**src/rtl/round_arbiter_pkg.sv**
```systemverilog
// Shared FPU definitions: rounding-mode encodings and default significand width.
package round_arbiter_pkg;

    localparam int unsigned SIG_W_DEF = 53;

    typedef enum logic [2:0] {
        RM_RNE = 3'd0,
        RM_RTZ = 3'd1,
        RM_RDN = 3'd2,
        RM_RUP = 3'd3,
        RM_RMM = 3'd4
    } rm_e;

endpackage

```
**src/rtl/round_arbiter_core.sv**
```systemverilog
// Combinational rounding datapath: decides the increment from round/sticky/sign/rm
// and applies it to the significand at bit 0.
module round_core
    import round_arbiter_pkg::*;
#(
    parameter int unsigned SIG_W = SIG_W_DEF
) (
    input  logic [SIG_W-1:0] i_sig,
    input  logic             i_round,
    input  logic             i_sticky,
    input  logic             i_sign,
    input  logic [2:0]       i_rm,
    output logic [SIG_W-1:0] o_sig,
    output logic             o_inexact,
    output logic             o_cout,
    output logic             o_rup,
    output logic             o_bad_rm
);

    logic w_inexact;
    logic w_rup;
    logic w_bad_rm;

    always_comb begin
        w_inexact = i_round | i_sticky;
        w_rup     = 1'b0;
        w_bad_rm  = 1'b0;
        case (i_rm)
            RM_RNE:  w_rup = i_round & (i_sticky | i_sig[0]);
            RM_RTZ:  w_rup = 1'b0;
            RM_RDN:  w_rup = w_inexact & i_sign;
            RM_RUP:  w_rup = w_inexact & ~i_sign;
            RM_RMM:  w_rup = i_round;
            default: w_bad_rm = 1'b1;
        endcase
    end

    // Carry out only occurs when the increment rolls an all-ones significand to zero.
    assign o_sig     = i_sig + SIG_W'(w_rup);
    assign o_cout    = w_rup & (&i_sig);
    assign o_inexact = w_inexact;
    assign o_rup     = w_rup;
    assign o_bad_rm  = w_bad_rm;

endmodule

```
**src/rtl/round_arbiter.sv**
```systemverilog
// Two-requester round-robin front end sharing one round_core, with a single
// registered output stage that may drain and refill in the same cycle.
module round_arbiter
    import round_arbiter_pkg::*;
#(
    parameter int unsigned SIG_W = SIG_W_DEF,
    parameter int unsigned TAG_W = 4
) (
    input  logic                  clock,
    input  logic                  reset,
    input  logic [1:0]            io_in_valid,
    output logic [1:0]            io_in_ready,
    input  logic [1:0][SIG_W-1:0] io_in_sig,
    input  logic [1:0]            io_in_round,
    input  logic [1:0]            io_in_sticky,
    input  logic [1:0]            io_in_sign,
    input  logic [1:0][2:0]       io_in_rm,
    input  logic [1:0][TAG_W-1:0] io_in_tag,
    output logic                  io_out_valid,
    input  logic                  io_out_ready,
    output logic [SIG_W-1:0]      io_out_sig,
    output logic                  io_out_inexact,
    output logic                  io_out_cout,
    output logic                  io_out_rup,
    output logic                  io_out_bad_rm,
    output logic                  io_out_src,
    output logic [TAG_W-1:0]      io_out_tag
);

    logic             r_valid;
    logic             r_last;
    logic [SIG_W-1:0] r_sig;
    logic             r_inexact;
    logic             r_cout;
    logic             r_rup;
    logic             r_bad_rm;
    logic             r_src;
    logic [TAG_W-1:0] r_tag;

    logic [1:0]       w_grant;
    logic             w_free;
    logic             w_xfer;
    logic             w_sel;
    logic [SIG_W-1:0] w_sig;
    logic             w_inexact;
    logic             w_cout;
    logic             w_rup;
    logic             w_bad_rm;

    // On a tie the requester that did not win last time gets the grant.
    always_comb begin
        if (&io_in_valid)
            w_grant = r_last ? 2'b01 : 2'b10;
        else
            w_grant = io_in_valid;
    end

    assign w_free      = ~r_valid | io_out_ready;
    assign io_in_ready = reset ? 2'b00 : (w_grant & {2{w_free}});
    assign w_xfer      = |io_in_ready;
    assign w_sel       = w_grant[1];

    round_core #(
        .SIG_W (SIG_W)
    ) u_core (
        .i_sig     (io_in_sig[w_sel]),
        .i_round   (io_in_round[w_sel]),
        .i_sticky  (io_in_sticky[w_sel]),
        .i_sign    (io_in_sign[w_sel]),
        .i_rm      (io_in_rm[w_sel]),
        .o_sig     (w_sig),
        .o_inexact (w_inexact),
        .o_cout    (w_cout),
        .o_rup     (w_rup),
        .o_bad_rm  (w_bad_rm)
    );

    always_ff @(posedge clock) begin
        if (reset) begin
            r_valid   <= 1'b0;
            r_last    <= 1'b1;
            r_sig     <= '0;
            r_inexact <= 1'b0;
            r_cout    <= 1'b0;
            r_rup     <= 1'b0;
            r_bad_rm  <= 1'b0;
            r_src     <= 1'b0;
            r_tag     <= '0;
        end else if (w_xfer) begin
            r_valid   <= 1'b1;
            r_last    <= w_sel;
            r_sig     <= w_sig;
            r_inexact <= w_inexact;
            r_cout    <= w_cout;
            r_rup     <= w_rup;
            r_bad_rm  <= w_bad_rm;
            r_src     <= w_sel;
            r_tag     <= io_in_tag[w_sel];
        end else if (io_out_ready) begin
            r_valid   <= 1'b0;
        end
    end

    assign io_out_valid   = r_valid;
    assign io_out_sig     = r_sig;
    assign io_out_inexact = r_inexact;
    assign io_out_cout    = r_cout;
    assign io_out_rup     = r_rup;
    assign io_out_bad_rm  = r_bad_rm;
    assign io_out_src     = r_src;
    assign io_out_tag     = r_tag;

endmodule

```
**config.mk**
```make
export PLATFORM = sky130hd
export DESIGN_NAME = round_arbiter
export DESIGN_NICKNAME = d
export VERILOG_FILES = /design/src/rtl/round_arbiter_pkg.sv /design/src/rtl/round_arbiter_core.sv /design/src/rtl/round_arbiter.sv
export SDC_FILE = /design/constraint.sdc
export NUM_CORES = 1
export LEC_CHECK = 0
export CORE_UTILIZATION = 40
export DETAILED_ROUTE_END_ITERATION = 10
export PLACE_DENSITY = 0.73
export SLEW_MARGIN = 15
export SYNTH_ARGS = -nofsm -noshare
export SYNTH_HDL_FRONTEND = slang
export SYNTH_SLANG_ARGS = --single-unit
```
**constraint.sdc**
```tcl
create_clock -name clock -period 14.4 [get_ports clock]
set_input_delay 4.32 -clock clock [delete_from_list [all_inputs] [get_ports clock]]
set_output_delay 4.32 -clock clock [all_outputs]
set_load 0.005 [all_outputs]
```
==> reports/metrics.yaml, run 1 <==
start_util_pct: 41.8
fin_crit_sh_pct: 76.2
syn_nets: 784
worstMarginPinSlew_ns: 1.06
first_pass_iters: 5
finalHoldViolCount: 0
drv_slew: 0
r2r_end: "io_out_sig[50]$_SDFFE_PP0P_"
maxCapViolations: 0
synthArstFlopShare_pct: 0
io_pins: 196
syn_avg_cell_area_um2: 7.84
hold_depth: 2
die_x_um: 115
dieArea_mm2: 0.0132
gp_congestion: 0.905
synth_cells: 651
wl_per_cell_um: 18.9
ys_types: 73
rows: 40
fmax_mhz: 91.1
nets: 960
worst-path-max-fanout: 71
crit_arrival_ns: 6.65
cts-root-buf: "clkbuf_16"
setup_tns_ns: 0
drc: 0
routed_wl_mm: 18.9
critPathLaunchType: "input pin"
antenna_left: 0
path_clk_slew_ns: 0.05
r2r_setup_slack_ns: 10.14
rsz0062_at_grt: "no"
hold_start: "io_out_sig[42]$_SDFFE_PP0P_"
portBuffers: 195
diodes: 0
core_area_mm2: 0.0122
fin_crit_ns: 10.97
yosys_warnings: 0
postSynthRegisterBits: 64
total_power_uw: 574
cellLeakagePower_uw: 0.00263
ctsHoldBuffers: 0
cts_buffers: 9
grt_overflow_total: 0
clockBufferDepth: 2
finalSetupViolCount: 0
drive_gt1_share_pct: 6.97
grt_max_degree: 72
critPathKind: "in2out"
status: "finished clean"
ir_drop_mv: 0.0479
grt_pass1_wl_mm: 29.4
routed_via_density: 5.95
finClkSkew_ns: 0.00822
clk_latency_ns: 0.34
cts_resized: 0
timing.rr.start: "r_last$_SDFFE_PP1P_"
hp-class: "reg2reg"
relSlewSlack_pct: 27.6
reg2regPathDepth: 10
antenna_found_initial: 0
cp-end-kind: "output port"
htreeDepth: 3
netlist_area_mm2: 0.00510
grt_pass1_vias: 5676
p_per_area_mw_per_mm2: 77.4
synth_edf_count: 0
critPathRequiredTime_ns: 10.08
hold_path_end: "io_out_sig[42]$_SDFFE_PP0P_"
die_y_um: 115
via_count: 5946
cts.sinks: 64
post-route-util_pct: 60.7
dp_hpwl_mm: 14.2
track_usage_pct: 28.7
syn2layout_area_growth_pct: 45.4
ys.flop_type: "dfxtp_1"
cts_setup_buffers: 0
seq_area_frac_synth_pct: 25.1
first_iter_violations: 499
cts_tree: "yes"
registers in the layout, summed over array words and instances (netlist names):
name            cells
io_out_sig         53
io_out_tag          4
io_out_bad_rm       1
io_out_cout         1
io_out_inexact      1
io_out_rup          1
io_out_src          1
io_out_valid        1
r_last              1
cells in the final DEF, fill, tap and decap left out, types with 8 or more instances in the layout:
cell	count
a32o_1	8
nand3b_1	25
mux2_2	10
dfxtp_1	64
o21ai_0	28
a31oi_1	9
o31ai_1	8
clkdlybuf4s50_1	194
a21oi_1	26
or4_1	8
clkbuf_16	9
xnor2_1	15
nor2_1	34
nand3_1	29
nand4_1	18
and3_1	10
o21ai_1	8
nor3_1	31
nor4_1	15
mux2i_1	50
nand2_1	85
or3_1	9
xor2_1	23
power breakdown:
part / leakage (µW) / internal (µW) / switching, µW
Combinational: 0.00197 / 91.2 / 80.0
Clock: 0.000132 / 115 / 85.1
Sequential: 0.000529 / 193 / 9.38
cells in the mapped netlist (9+ instances only):
master | instances | area share (%)
nor2_1 | 34 | 2.5
xor2_1 | 23 | 3.9
and3_1 | 10 | 1.2
o21ai_0 | 28 | 2.7
or3_1 | 10 | 1.2
xnor2_1 | 15 | 2.6
nand3_1 | 29 | 2.8
a21oi_1 | 26 | 2.6
mux2_2 | 10 | 2.2
nor4_1 | 15 | 1.8
dfxtp_1 | 64 | 25
nand4_1 | 18 | 2.2
clkbuf_1 | 20 | 1.5
nand2_1 | 85 | 6.3
mux2i_1 | 50 | 9.8
nor3_1 | 32 | 3.1
a31oi_1 | 9 | 1.1
nand3b_1 | 25 | 3.7
buf_2 | 12 | 1.2
cell families after synthesis:
group / share of synthesized area [%]
xor gates and xnor gates: 6.52
buffers and inverters: 4.02
DFF: 25.1
adders and majority gates: 0.490
and+or+nand+nor: 33.6
AOI/OAI and AO/OA: 18.3
muxes: 12.0
how the worst max path moves through the flow:
stage               slack [ns]             end           start
CTS                       3.44  io_in_ready[1]  io_in_valid[0]
floorplan                 4.42  io_in_ready[0]  io_in_valid[1]
detailed placement        3.46  io_in_ready[1]  io_in_valid[0]
global placement          3.53  io_in_ready[0]  io_in_valid[0]
finish                    3.43  io_in_ready[1]  io_in_valid[0]
global route              3.29  io_in_ready[1]  io_in_valid[0]
stage by stage:
stage          cells  hold WS, ns  setup WS [ns]  cell area (µm²)
6_report        1000        0.447           3.43             7420
5_1_grt         1000        0.480           3.29             7420
4_1_cts         1000        0.448           3.44             7420
3_5_place_dp     984        0.440           3.46             7150
3_3_place_gp     984        0.441           3.53             7150
2_1_floorplan    651        0.442           4.42             5100
cell type report:
cell class	count	area, µm²
clock buffers	10	229
clock inverters	6	36.3
multi-input cells	544	3630
well taps	168	210
fillers	1144	4800
repair buffers	202	2000
flip-flops and latches	64	1280
inverters	6	25.0
worst max-delay path: stages:
cell             delay, ns
clkdlybuf4s50_1       0.61
nor2_1                0.13
or3_2                 0.41
buf_4                 0.36
nor2_1                0.27
clkdlybuf4s50_1       0.55
routing by layer:
metal	vias up	global-route usage [%]	wire length [µm]
met5	-	0	0
met3	22	4.11	1230
met1	2877	38.4	8570
li1	2816	-	-
met4	0	10.6	321
met2	231	46.9	8810
(Power assumes the default switching activity.)
==> run 2, diff against run 1 <==
--- a/config.mk
+++ b/config.mk
@@ -7,7 +7,7 @@
 export LEC_CHECK = 0
 export CORE_UTILIZATION = 40
 export DETAILED_ROUTE_END_ITERATION = 10
-export PLACE_DENSITY = 0.73
+export PLACE_DENSITY = 0.76
 export SLEW_MARGIN = 15
 export SYNTH_ARGS = -nofsm -noshare
 export SYNTH_HDL_FRONTEND = slang
==> constraint.sdc (replaced) <==
create_clock -name clock -period 9.93 [get_ports clock]
set_input_delay 2.979 -clock clock [delete_from_list [all_inputs] [get_ports clock]]
set_output_delay 2.979 -clock clock [all_outputs]
set_load 0.005 [all_outputs]
==> reports/metrics.yaml, run 2 (synthesis gave the netlist of run 1 again) <==
antenna_left: 0
maxCapViolations: 0
setup_tns_ns: 0
ctsHoldBuffers: 0
status: "finished clean"
grt_overflow_total: 0
critical_path.cell_chain: "clkdlybuf4s50_1 -> nor2_1 -> or3_2 -> nor2_1 -> clkdlybuf4s50_1"
grt_pass1_vias: 5678
layout_commonest_cell: "clkdlybuf4s50_1"
slowest_delay_ns: 0.67
layout_common_cells: "194 x clkdlybuf4s50_1, 85 x nand2_1, 64 x dfxtp_1, 50 x mux2i_1, 34 x nor2_1"
cts_setup_buffers: 0
fin_ws_ns: 1.73
crit_arrival_ns: 5.22
path_clk_slew_ns: 0.05
top_layer: "met4"
rsz0062_at_grt: "no"
cp-end-kind: "output port"
largest_reg_flops: 53
die_x_um: 115
syn2layout_area_growth_pct: 46.3
crit_path_top_delay_cell: "or3_2"
hp-class: "reg2reg"
via_count: 5982
p_per_area_mw_per_mm2: 119
first_iter_violations: 557
critPathKind: "in2out"
routed_via_density: 5.98
diodes: 0
dpl_worst_slack_ns: 1.75
htreeDepth: 3
finClkSkew_ns: 0.00269
dieArea_mm2: 0.0132
wl_met2_mm: 8.98
track_usage_pct: 29.5
met1_length_mm: 8.97
dpl_cell_area_mm2: 0.00715
design_area_mm2: 0.00746
cts_buffers: 9
rows: 40
cts_resized: 0
grt_pass1_wl_mm: 29.9
fmax_mhz: 122
drive_gt1_share_pct: 6.85
gp_congestion: 0.939
drv_slew: 0
die_y_um: 115
fin_crit_sh_pct: 82.6
finalSetupViolCount: 0
drc: 0
portBuffers: 195
cts_tree: "yes"
cts-root-buf: "clkbuf_16"
cellLeakagePower_uw: 0.00265
crit_family: "buffers and inverters"
path_buf_inv: 2
worstMarginPinSlew_ns: 1.31
core_area_mm2: 0.0122
ir_drop_mv: 0.0805
wl_met3_mm: 1.55
grt_max_degree: 60
routed_wl_mm: 19.9
first_pass_iters: 6
clk_latency_ns: 0.34
clockBufferDepth: 2
antenna_found_initial: 0
nets: 960
fin_crit_ns: 8.20
critPathRequiredTime_ns: 6.95
relSlewSlack_pct: 10.3
cts.sinks: 64
finalHoldViolCount: 0
critPathLaunchType: "input pin"
wl_per_cell_um: 19.9
worst-path-max-fanout: 24
io_pins: 196
dp_hpwl_mm: 15.1
start_util_pct: 41.8
-- run 2: changes by cell type in the layout (fill, tap and decap cells not counted), sizes merged --
cell,previous run,this run
clkbuf,10,11
bufinv,0,2
clkinv,5,2
-- run 2: cell type report --
class,count,area [µm²]
fillers,1148,4750
multi-input cells,544,3630
repair buffers,202,2000
flip-flops and latches,64,1280
clock buffers,11,233
well taps,168,210
clock inverters,5,81.3
inverters,6,25.0
-- run 2: metal layers --
metal	vias to the layer above	GRT usage (%)
li1	2823	-
met1	2839	40.9
met2	292	47.0
met3	28	4.06
met4	0	9.70
met5	-	0
-- run 2: where the power goes --
part / leakage, µW / internal (µW) / switching [µW]
Combinational: 0.00197 / 132 / 121
Clock: 0.000150 / 220 / 125
Sequential: 0.000529 / 280 / 13.5
Total: 0.00265 / 632 / 259
-- run 2: stage by stage --
step	std cells	util (%)	total power [µW]	hold WS, ns
after floorplan	651	-	405	0.442
after global placement	984	58.6	543	0.436
after detailed placement	984	58.6	547	0.441
after CTS	1000	61.1	889	0.445
after global routing	1000	61.1	924	0.471
final	1000	61.1	892	0.440
-- run 2: path summary, 6_finish.rpt --
kind	start	to	slack, ns	cells past startpoint
worst min register to register	io_out_sig[42]$_SDFFE_PP0P_	io_out_sig[42]$_SDFFE_PP0P_	0.44	2
worst max-delay path	io_in_valid[0]	io_in_ready[0]	1.73	5
worst max register to register	r_last$_SDFFE_PP1P_	io_out_sig[47]$_SDFFE_PP0P_	5.76	12
worst min-delay path	io_out_sig[42]$_SDFFE_PP0P_	io_out_sig[42]$_SDFFE_PP0P_	0.44	2
-- run 2: worst min-delay path: stages, from the launching register on --
cell and delay, ns:
dfxtp_1 0.30, nand2_1 0.05, o21ai_1 0.05
